## config.mk

```make
export PLATFORM = sky130hd
export DESIGN_NAME = buffer_slot_alloc_flat
export DESIGN_NICKNAME = d
export VERILOG_FILES = /design/src/rtl/buffer_slot_alloc_if.sv /design/src/rtl/buffer_slot_alloc.sv /design/src/flat_wrapper.sv
export SDC_FILE = /design/constraint.sdc
export NUM_CORES = 1
export LEC_CHECK = 0
export ABC_AREA = 1
export BUFFER_PORTS_ARGS = -buffer_cell sky130_fd_sc_hd__buf_2
export CAP_MARGIN = 20
export CORE_MARGIN = 3
export CORE_UTILIZATION = 50
export DETAILED_ROUTE_END_ITERATION = 8
export PLACE_DENSITY = 0.83
export SYNTH_ARGS = -nofsm -noshare
export SYNTH_HDL_FRONTEND = slang
export SYNTH_SLANG_ARGS = --single-unit
```

## constraint.sdc

```tcl
create_clock -name clk -period 2.7 [get_ports clk]
set_input_delay 0.54 -clock clk [delete_from_list [all_inputs] [get_ports clk]]
set_output_delay 0.54 -clock clk [all_outputs]
set_load 0.02 [all_outputs]
```

## src/rtl/buffer_slot_alloc_if.sv

```systemverilog
// Shared sizing for the sort buffer, plus the allocate/release handshake bundle.
// Latency: none (wires only).
// Backpressure: alloc side is valid/ready; the release side is fire-and-forget.

package conf_pkg;
    localparam int BUFFER_DEPTH = 8;
    typedef logic [2:0] buffer_pointer_t;
endpackage

interface buffer_slot_alloc_if #(
    parameter int DEPTH = conf_pkg::BUFFER_DEPTH,
    parameter int PTR_W = $bits(conf_pkg::buffer_pointer_t)
);
    // Allocation handshake: allocator offers, write path takes.
    logic             alloc_valid;
    logic             alloc_ready;
    logic [PTR_W-1:0] alloc_index;

    // Release request from the drain path.
    logic             free_valid;
    logic [PTR_W-1:0] free_index;

    // Write path / drain path side.
    modport master (
        input  alloc_valid,
        input  alloc_index,
        output alloc_ready,
        output free_valid,
        output free_index
    );

    // Allocator side.
    modport slave (
        output alloc_valid,
        output alloc_index,
        input  alloc_ready,
        input  free_valid,
        input  free_index
    );
endinterface

```

## src/rtl/buffer_slot_alloc.sv

```systemverilog
// Slot allocator: hands out the lowest free slot and accepts releases by index.
// Latency: alloc/free update occupancy and count at the sampling edge, visible next cycle.
// Backpressure: alloc_valid drops while full; alloc_ready without alloc_valid is ignored.
// Optional macro SLOT_ALLOC_CHECK_EN builds the registered free_error pulse.

module buffer_slot_alloc #(
    parameter int DEPTH = conf_pkg::BUFFER_DEPTH,
    parameter int PTR_W = $bits(conf_pkg::buffer_pointer_t),
    localparam int CNT_W = $clog2(DEPTH + 1)
) (
    input  logic                 clk,
    input  logic                 rst,
    input  logic                 flush,
    buffer_slot_alloc_if.slave   bus,
    output logic [DEPTH-1:0]     occupancy,
    output logic [CNT_W-1:0]     count,
    output logic                 full,
    output logic                 empty,
    output logic                 free_error
);

    logic [DEPTH-1:0] occ_q, occ_d;
    logic [CNT_W-1:0] count_q, count_d;

    logic [PTR_W-1:0] search_idx;
    logic             search_hit;
    logic             alloc_fire;
    logic [DEPTH-1:0] alloc_set;
    logic [DEPTH-1:0] free_dec;
    logic [DEPTH-1:0] free_clr;
    logic             free_legal;

    // Lowest-zero search across every slot, top bit included; index 0 when nothing is free.
    always_comb begin
        search_idx = '0;
        search_hit = 1'b0;
        for (int i = 0; i < DEPTH; i++) begin
            if (!search_hit && !occ_q[i]) begin
                search_idx = PTR_W'(i);
                search_hit = 1'b1;
            end
        end
    end

    assign alloc_fire = search_hit && bus.alloc_ready;

    // One-hot set mask for the slot being handed out this cycle.
    always_comb begin
        alloc_set = '0;
        for (int i = 0; i < DEPTH; i++) begin
            alloc_set[i] = alloc_fire && (search_idx == PTR_W'(i));
        end
    end

    // One-hot decode of the release index; indices at or beyond DEPTH match no slot,
    // so they are masked rather than folded onto a low slot.
    always_comb begin
        free_dec = '0;
        for (int i = 0; i < DEPTH; i++) begin
            free_dec[i] = bus.free_valid && (bus.free_index == PTR_W'(i));
        end
    end

    // Only an occupied slot may be released; anything else leaves state alone.
    assign free_clr   = free_dec & occ_q;
    assign free_legal = |free_clr;

    // Next-state: flush wins, otherwise apply alloc set and legal clear together.
    always_comb begin
        occ_d   = occ_q;
        count_d = count_q;
        if (flush) begin
            occ_d   = '0;
            count_d = '0;
        end else begin
            // The alloc slot is free by construction, so set and clear never collide.
            occ_d = (occ_q | alloc_set) & ~free_clr;
            case ({alloc_fire, free_legal})
                2'b10:   count_d = count_q + CNT_W'(1);
                2'b01:   count_d = count_q - CNT_W'(1);
                default: count_d = count_q;
            endcase
        end
    end

    // Occupancy and count registers, cleared asynchronously.
    always_ff @(posedge clk or posedge rst) begin
        if (rst) begin
            occ_q   <= '0;
            count_q <= '0;
        end else begin
            occ_q   <= occ_d;
            count_q <= count_d;
        end
    end

`ifdef SLOT_ALLOC_CHECK_EN
    logic free_error_q, free_error_d;

    // A release is flagged when it hits no occupied slot; flush discards the release.
    assign free_error_d = !flush && bus.free_valid && !free_legal;

    // One-cycle error pulse per illegal release, registered.
    always_ff @(posedge clk or posedge rst) begin
        if (rst) begin
            free_error_q <= 1'b0;
        end else begin
            free_error_q <= free_error_d;
        end
    end

    assign free_error = free_error_q;
`else
    assign free_error = 1'b0;
`endif

    assign bus.alloc_valid = search_hit;
    assign bus.alloc_index = search_idx;
    assign occupancy       = occ_q;
    assign count           = count_q;
    assign full            = (count_q == CNT_W'(DEPTH));
    assign empty           = (count_q == '0);

endmodule

```

## src/flat_wrapper.sv

```systemverilog
// flat-port wrapper written by rule: the top's interface ports become plain ports
module buffer_slot_alloc_flat 
#(
    parameter int DEPTH = conf_pkg::BUFFER_DEPTH,
    parameter int PTR_W = $bits(conf_pkg::buffer_pointer_t),
    localparam int CNT_W = $clog2(DEPTH + 1)
)
  (clk, rst, flush, occupancy, count, full, empty, free_error, bus_alloc_valid, bus_alloc_index, bus_alloc_ready, bus_free_valid, bus_free_index);
  buffer_slot_alloc_if #(.DEPTH(DEPTH), .PTR_W(PTR_W)) bus_i ();
  input  logic clk;
  input  logic rst;
  input  logic flush;
  output logic [DEPTH-1:0] occupancy;
  output logic [CNT_W-1:0] count;
  output logic full;
  output logic empty;
  output logic free_error;
  output wire logic [$bits(bus_i.alloc_valid)-1:0] bus_alloc_valid;
  output wire logic [$bits(bus_i.alloc_index)-1:0] bus_alloc_index;
  input wire logic [$bits(bus_i.alloc_ready)-1:0] bus_alloc_ready;
  input wire logic [$bits(bus_i.free_valid)-1:0] bus_free_valid;
  input wire logic [$bits(bus_i.free_index)-1:0] bus_free_index;
  assign bus_alloc_valid = bus_i.alloc_valid;
  assign bus_alloc_index = bus_i.alloc_index;
  assign bus_i.alloc_ready = bus_alloc_ready;
  assign bus_i.free_valid = bus_free_valid;
  assign bus_i.free_index = bus_free_index;
  buffer_slot_alloc #(.DEPTH(DEPTH), .PTR_W(PTR_W)) u_core (.clk(clk), .rst(rst), .flush(flush), .bus(bus_i), .occupancy(occupancy), .count(count), .full(full), .empty(empty), .free_error(free_error));
endmodule
```

==> out/qor.yml <==
status: "completed"
syn_area_sq_um: 1010
portBuffers: 25
finalMaxSlewViolations: 0
grt.total_usage: 0.211
crit_path_max_fanout: 7
fmax_mhz: 423
reg2reg_from: "u_core.occupancy[0]$_DFF_PP0_"
layout_common_cells: "nand2_1 (34), buf_2 (25), nor2_1 (24)"
critPathKind: "reg -> out"
power_frac_comb: 0.224
p_leak_uw: 0.000683
die_area_sq_um: 2590
grt_pass1_vias: 984
power.internal_uw: 304
yosysSeqAreaShare: 0.299
finClkSkew_ps: 14.5
setup_violations: 0
min_path_type: "in -> async"
ir_worst_vdd_uv: 340
powerDensity_nw_per_um2: 375
via_per_inst: 5.22
gp_congestion: 0.905
yosys_warnings: 0
maxCapViolCount: 0
synth_cell_types: 30
syn-num-nets: 160
hold_violations: 0
synth_top_area_cell: "dfrtp_1"
routed_wl_mm: 2.48
hold_buffers: 0
post-route-util: 0.652
synthCells: 149
core_area_sq_um: 1820
avgSynthCellArea_sq_um: 6.75
reg2reg_depth: 13
fin_crit_sh: 0.877
clk_latency_ps: 280
p_clk_frac: 0.323
wire_per_inst_microns: 12.4
switchingPower_uw: 141
firstDrtPassIters: 4
die_h_microns: 50.9
grt-ovfl-total: 0
ant_nets: 0
die_w_microns: 50.9
clk_pin_slew_ps: 80
nFillCells: 175
ys_seq_elements: 12
end_kind: "output port"
cts-resized-gates: 0
antenna_cells: 0
synth_top_area_frac: 0.299
remaining_drc_errors: 0
grt_first_pass_wirelength_mm: 4.15
r2r_setup_slack_ps: 370
rows: 15
hpwl_mm: 2.02
crit_path_start_kind: "flop"
initial_utilization: 0.553
area_growth_pct: 17.9
cts_buffers: 3
post-route-min-period_ps: 2370
worstPathArrival_ps: 1830
root_buffer: "clkbuf_4"
cts_tree: "done"
setup_tns_ps: 0
critPathRequiredTime_ps: 2160
synth.top_cells.by_area: "dfrtp_1 (30%), nand2_1 (13%), nor2_1 (9.0%), inv_1 (8.6%), nand3_1 (7.0%)"
rsz0062_at_grt: "false"
drtIter0Drc: 28
regToRegEndpoint: "u_core.count[3]$_DFFE_PP0P_"
grt_max_degree: 13
cts_max_level: 1
clock_path_buffers: 2
p_seq_frac: 0.453
cts_num_sinks: 12
p_total_uw: 445
final_nets: 188
cts_setup_buffers: 0
io_pins: 27
sw_frac_of_total: 0.316
antenna_found_initial: 0
vias: 1050
drive_gt1_frac: 0.250
layout_commonest_cell: "nand2_1"
[power groups by stage]
stage,registers (uW),logic (uW),clock network [uW]
after floorplan,212,57.0,0
after global placement,204,96.6,0
after detailed placement,204,99.2,0
after CTS,201,99.7,146
after global routing,203,110,157
final,201,99.7,144
[critical path, stage by stage, from the launching register on]
cell and delay, ps:
dfrtp_1 490, nand2_2 130, nor2_4 180, nand2_1 100, nor3_1 260, nand3b_1 210, buf_2 190
[cell usage after synthesis]
cell	count
nand2_1	34
nor2_1	24
inv_1	23
nand3_1	14
dfrtp_1	12
nor3_1	5
a21oi_1	4
o21ai_0	4
a211oi_1	3
nand2_2	3
ha_1	2
nand2_4	2
o21ai_2	2
a21oi_2	1
a31oi_1	1
a41oi_1	1
and3_1	1
buf_4	1
clkbuf_2	1
conb_1	1
fa_1	1
inv_2	1
nand3_2	1
nand3b_1	1
nand4_4	1
nor2_2	1
nor2_4	1
o21bai_4	1
or2_2	1
xnor2_1	1
[through the flow]
step / cell area [sq um] / worst slack (ps) / cells / hold slack, ps
floorplan: 1010 / 548 / 149 / 405
global placement: 1150 / 380 / 197 / 540
detailed placement: 1150 / 299 / 197 / 568
CTS: 1190 / 422 / 201 / 270
global route: 1190 / 150 / 201 / 277
finish: 1190 / 333 / 201 / 254
[kinds of logic after synthesis]
group                    share of synthesized area
adder cells (fa/ha/maj)                     0.0448
AO/OA/AOI/OAI                                0.122
other                                      0.00373
buffers and inverters                        0.102
AND/OR/NAND/NOR                              0.420
XOR/XNOR                                   0.00871
flip-flops                                   0.299
[registers in the layout, summed over array words and instances, names as in the netlist]
register / cells
u_core.count: 4
u_core.occupancy: 8
[worst max path at each step]
stage	from	endpoint	slack, ps	cells after the start
floorplan	u_core.occupancy[0]$_DFF_PP0_	u_core.count[3]$_DFFE_PP0P_	550	13
global placement	bus_free_index[2]	u_core.count[3]$_DFFE_PP0P_	380	16
detailed placement	bus_free_valid	u_core.count[3]$_DFFE_PP0P_	300	16
CTS	u_core.occupancy[0]$_DFF_PP0_	u_core.count[3]$_DFFE_PP0P_	420	13
global route	u_core.occupancy[0]$_DFF_PP0_	u_core.count[3]$_DFFE_PP0P_	150	13
finish	u_core.occupancy[0]$_DFF_PP0_	bus_alloc_index[1]	330	6
[area by class of cell]
cell class	count	area (sq um)	share of cell area
tap	25	31.3	0.0264
inverter	24	90.1	0.0759
timing repair buffer	25	125	0.105
clock buffer	4	36.3	0.0306
multi-input combinational	111	603	0.508
sequential	12	300	0.253
[metal layers]
metal / vias to the layer above / track usage / part of all wire / wire length, microns
li1: 525 / - / - / -
met1: 483 / 0.283 / 0.45 / 1110
met2: 33 / 0.343 / 0.46 / 1150
met3: 9 / 0.0466 / 0.065 / 162
met4: 0 / 0.0583 / 0.023 / 58
met5: - / 0 / 0 / 0
Power figures use the tool's default switching activity.
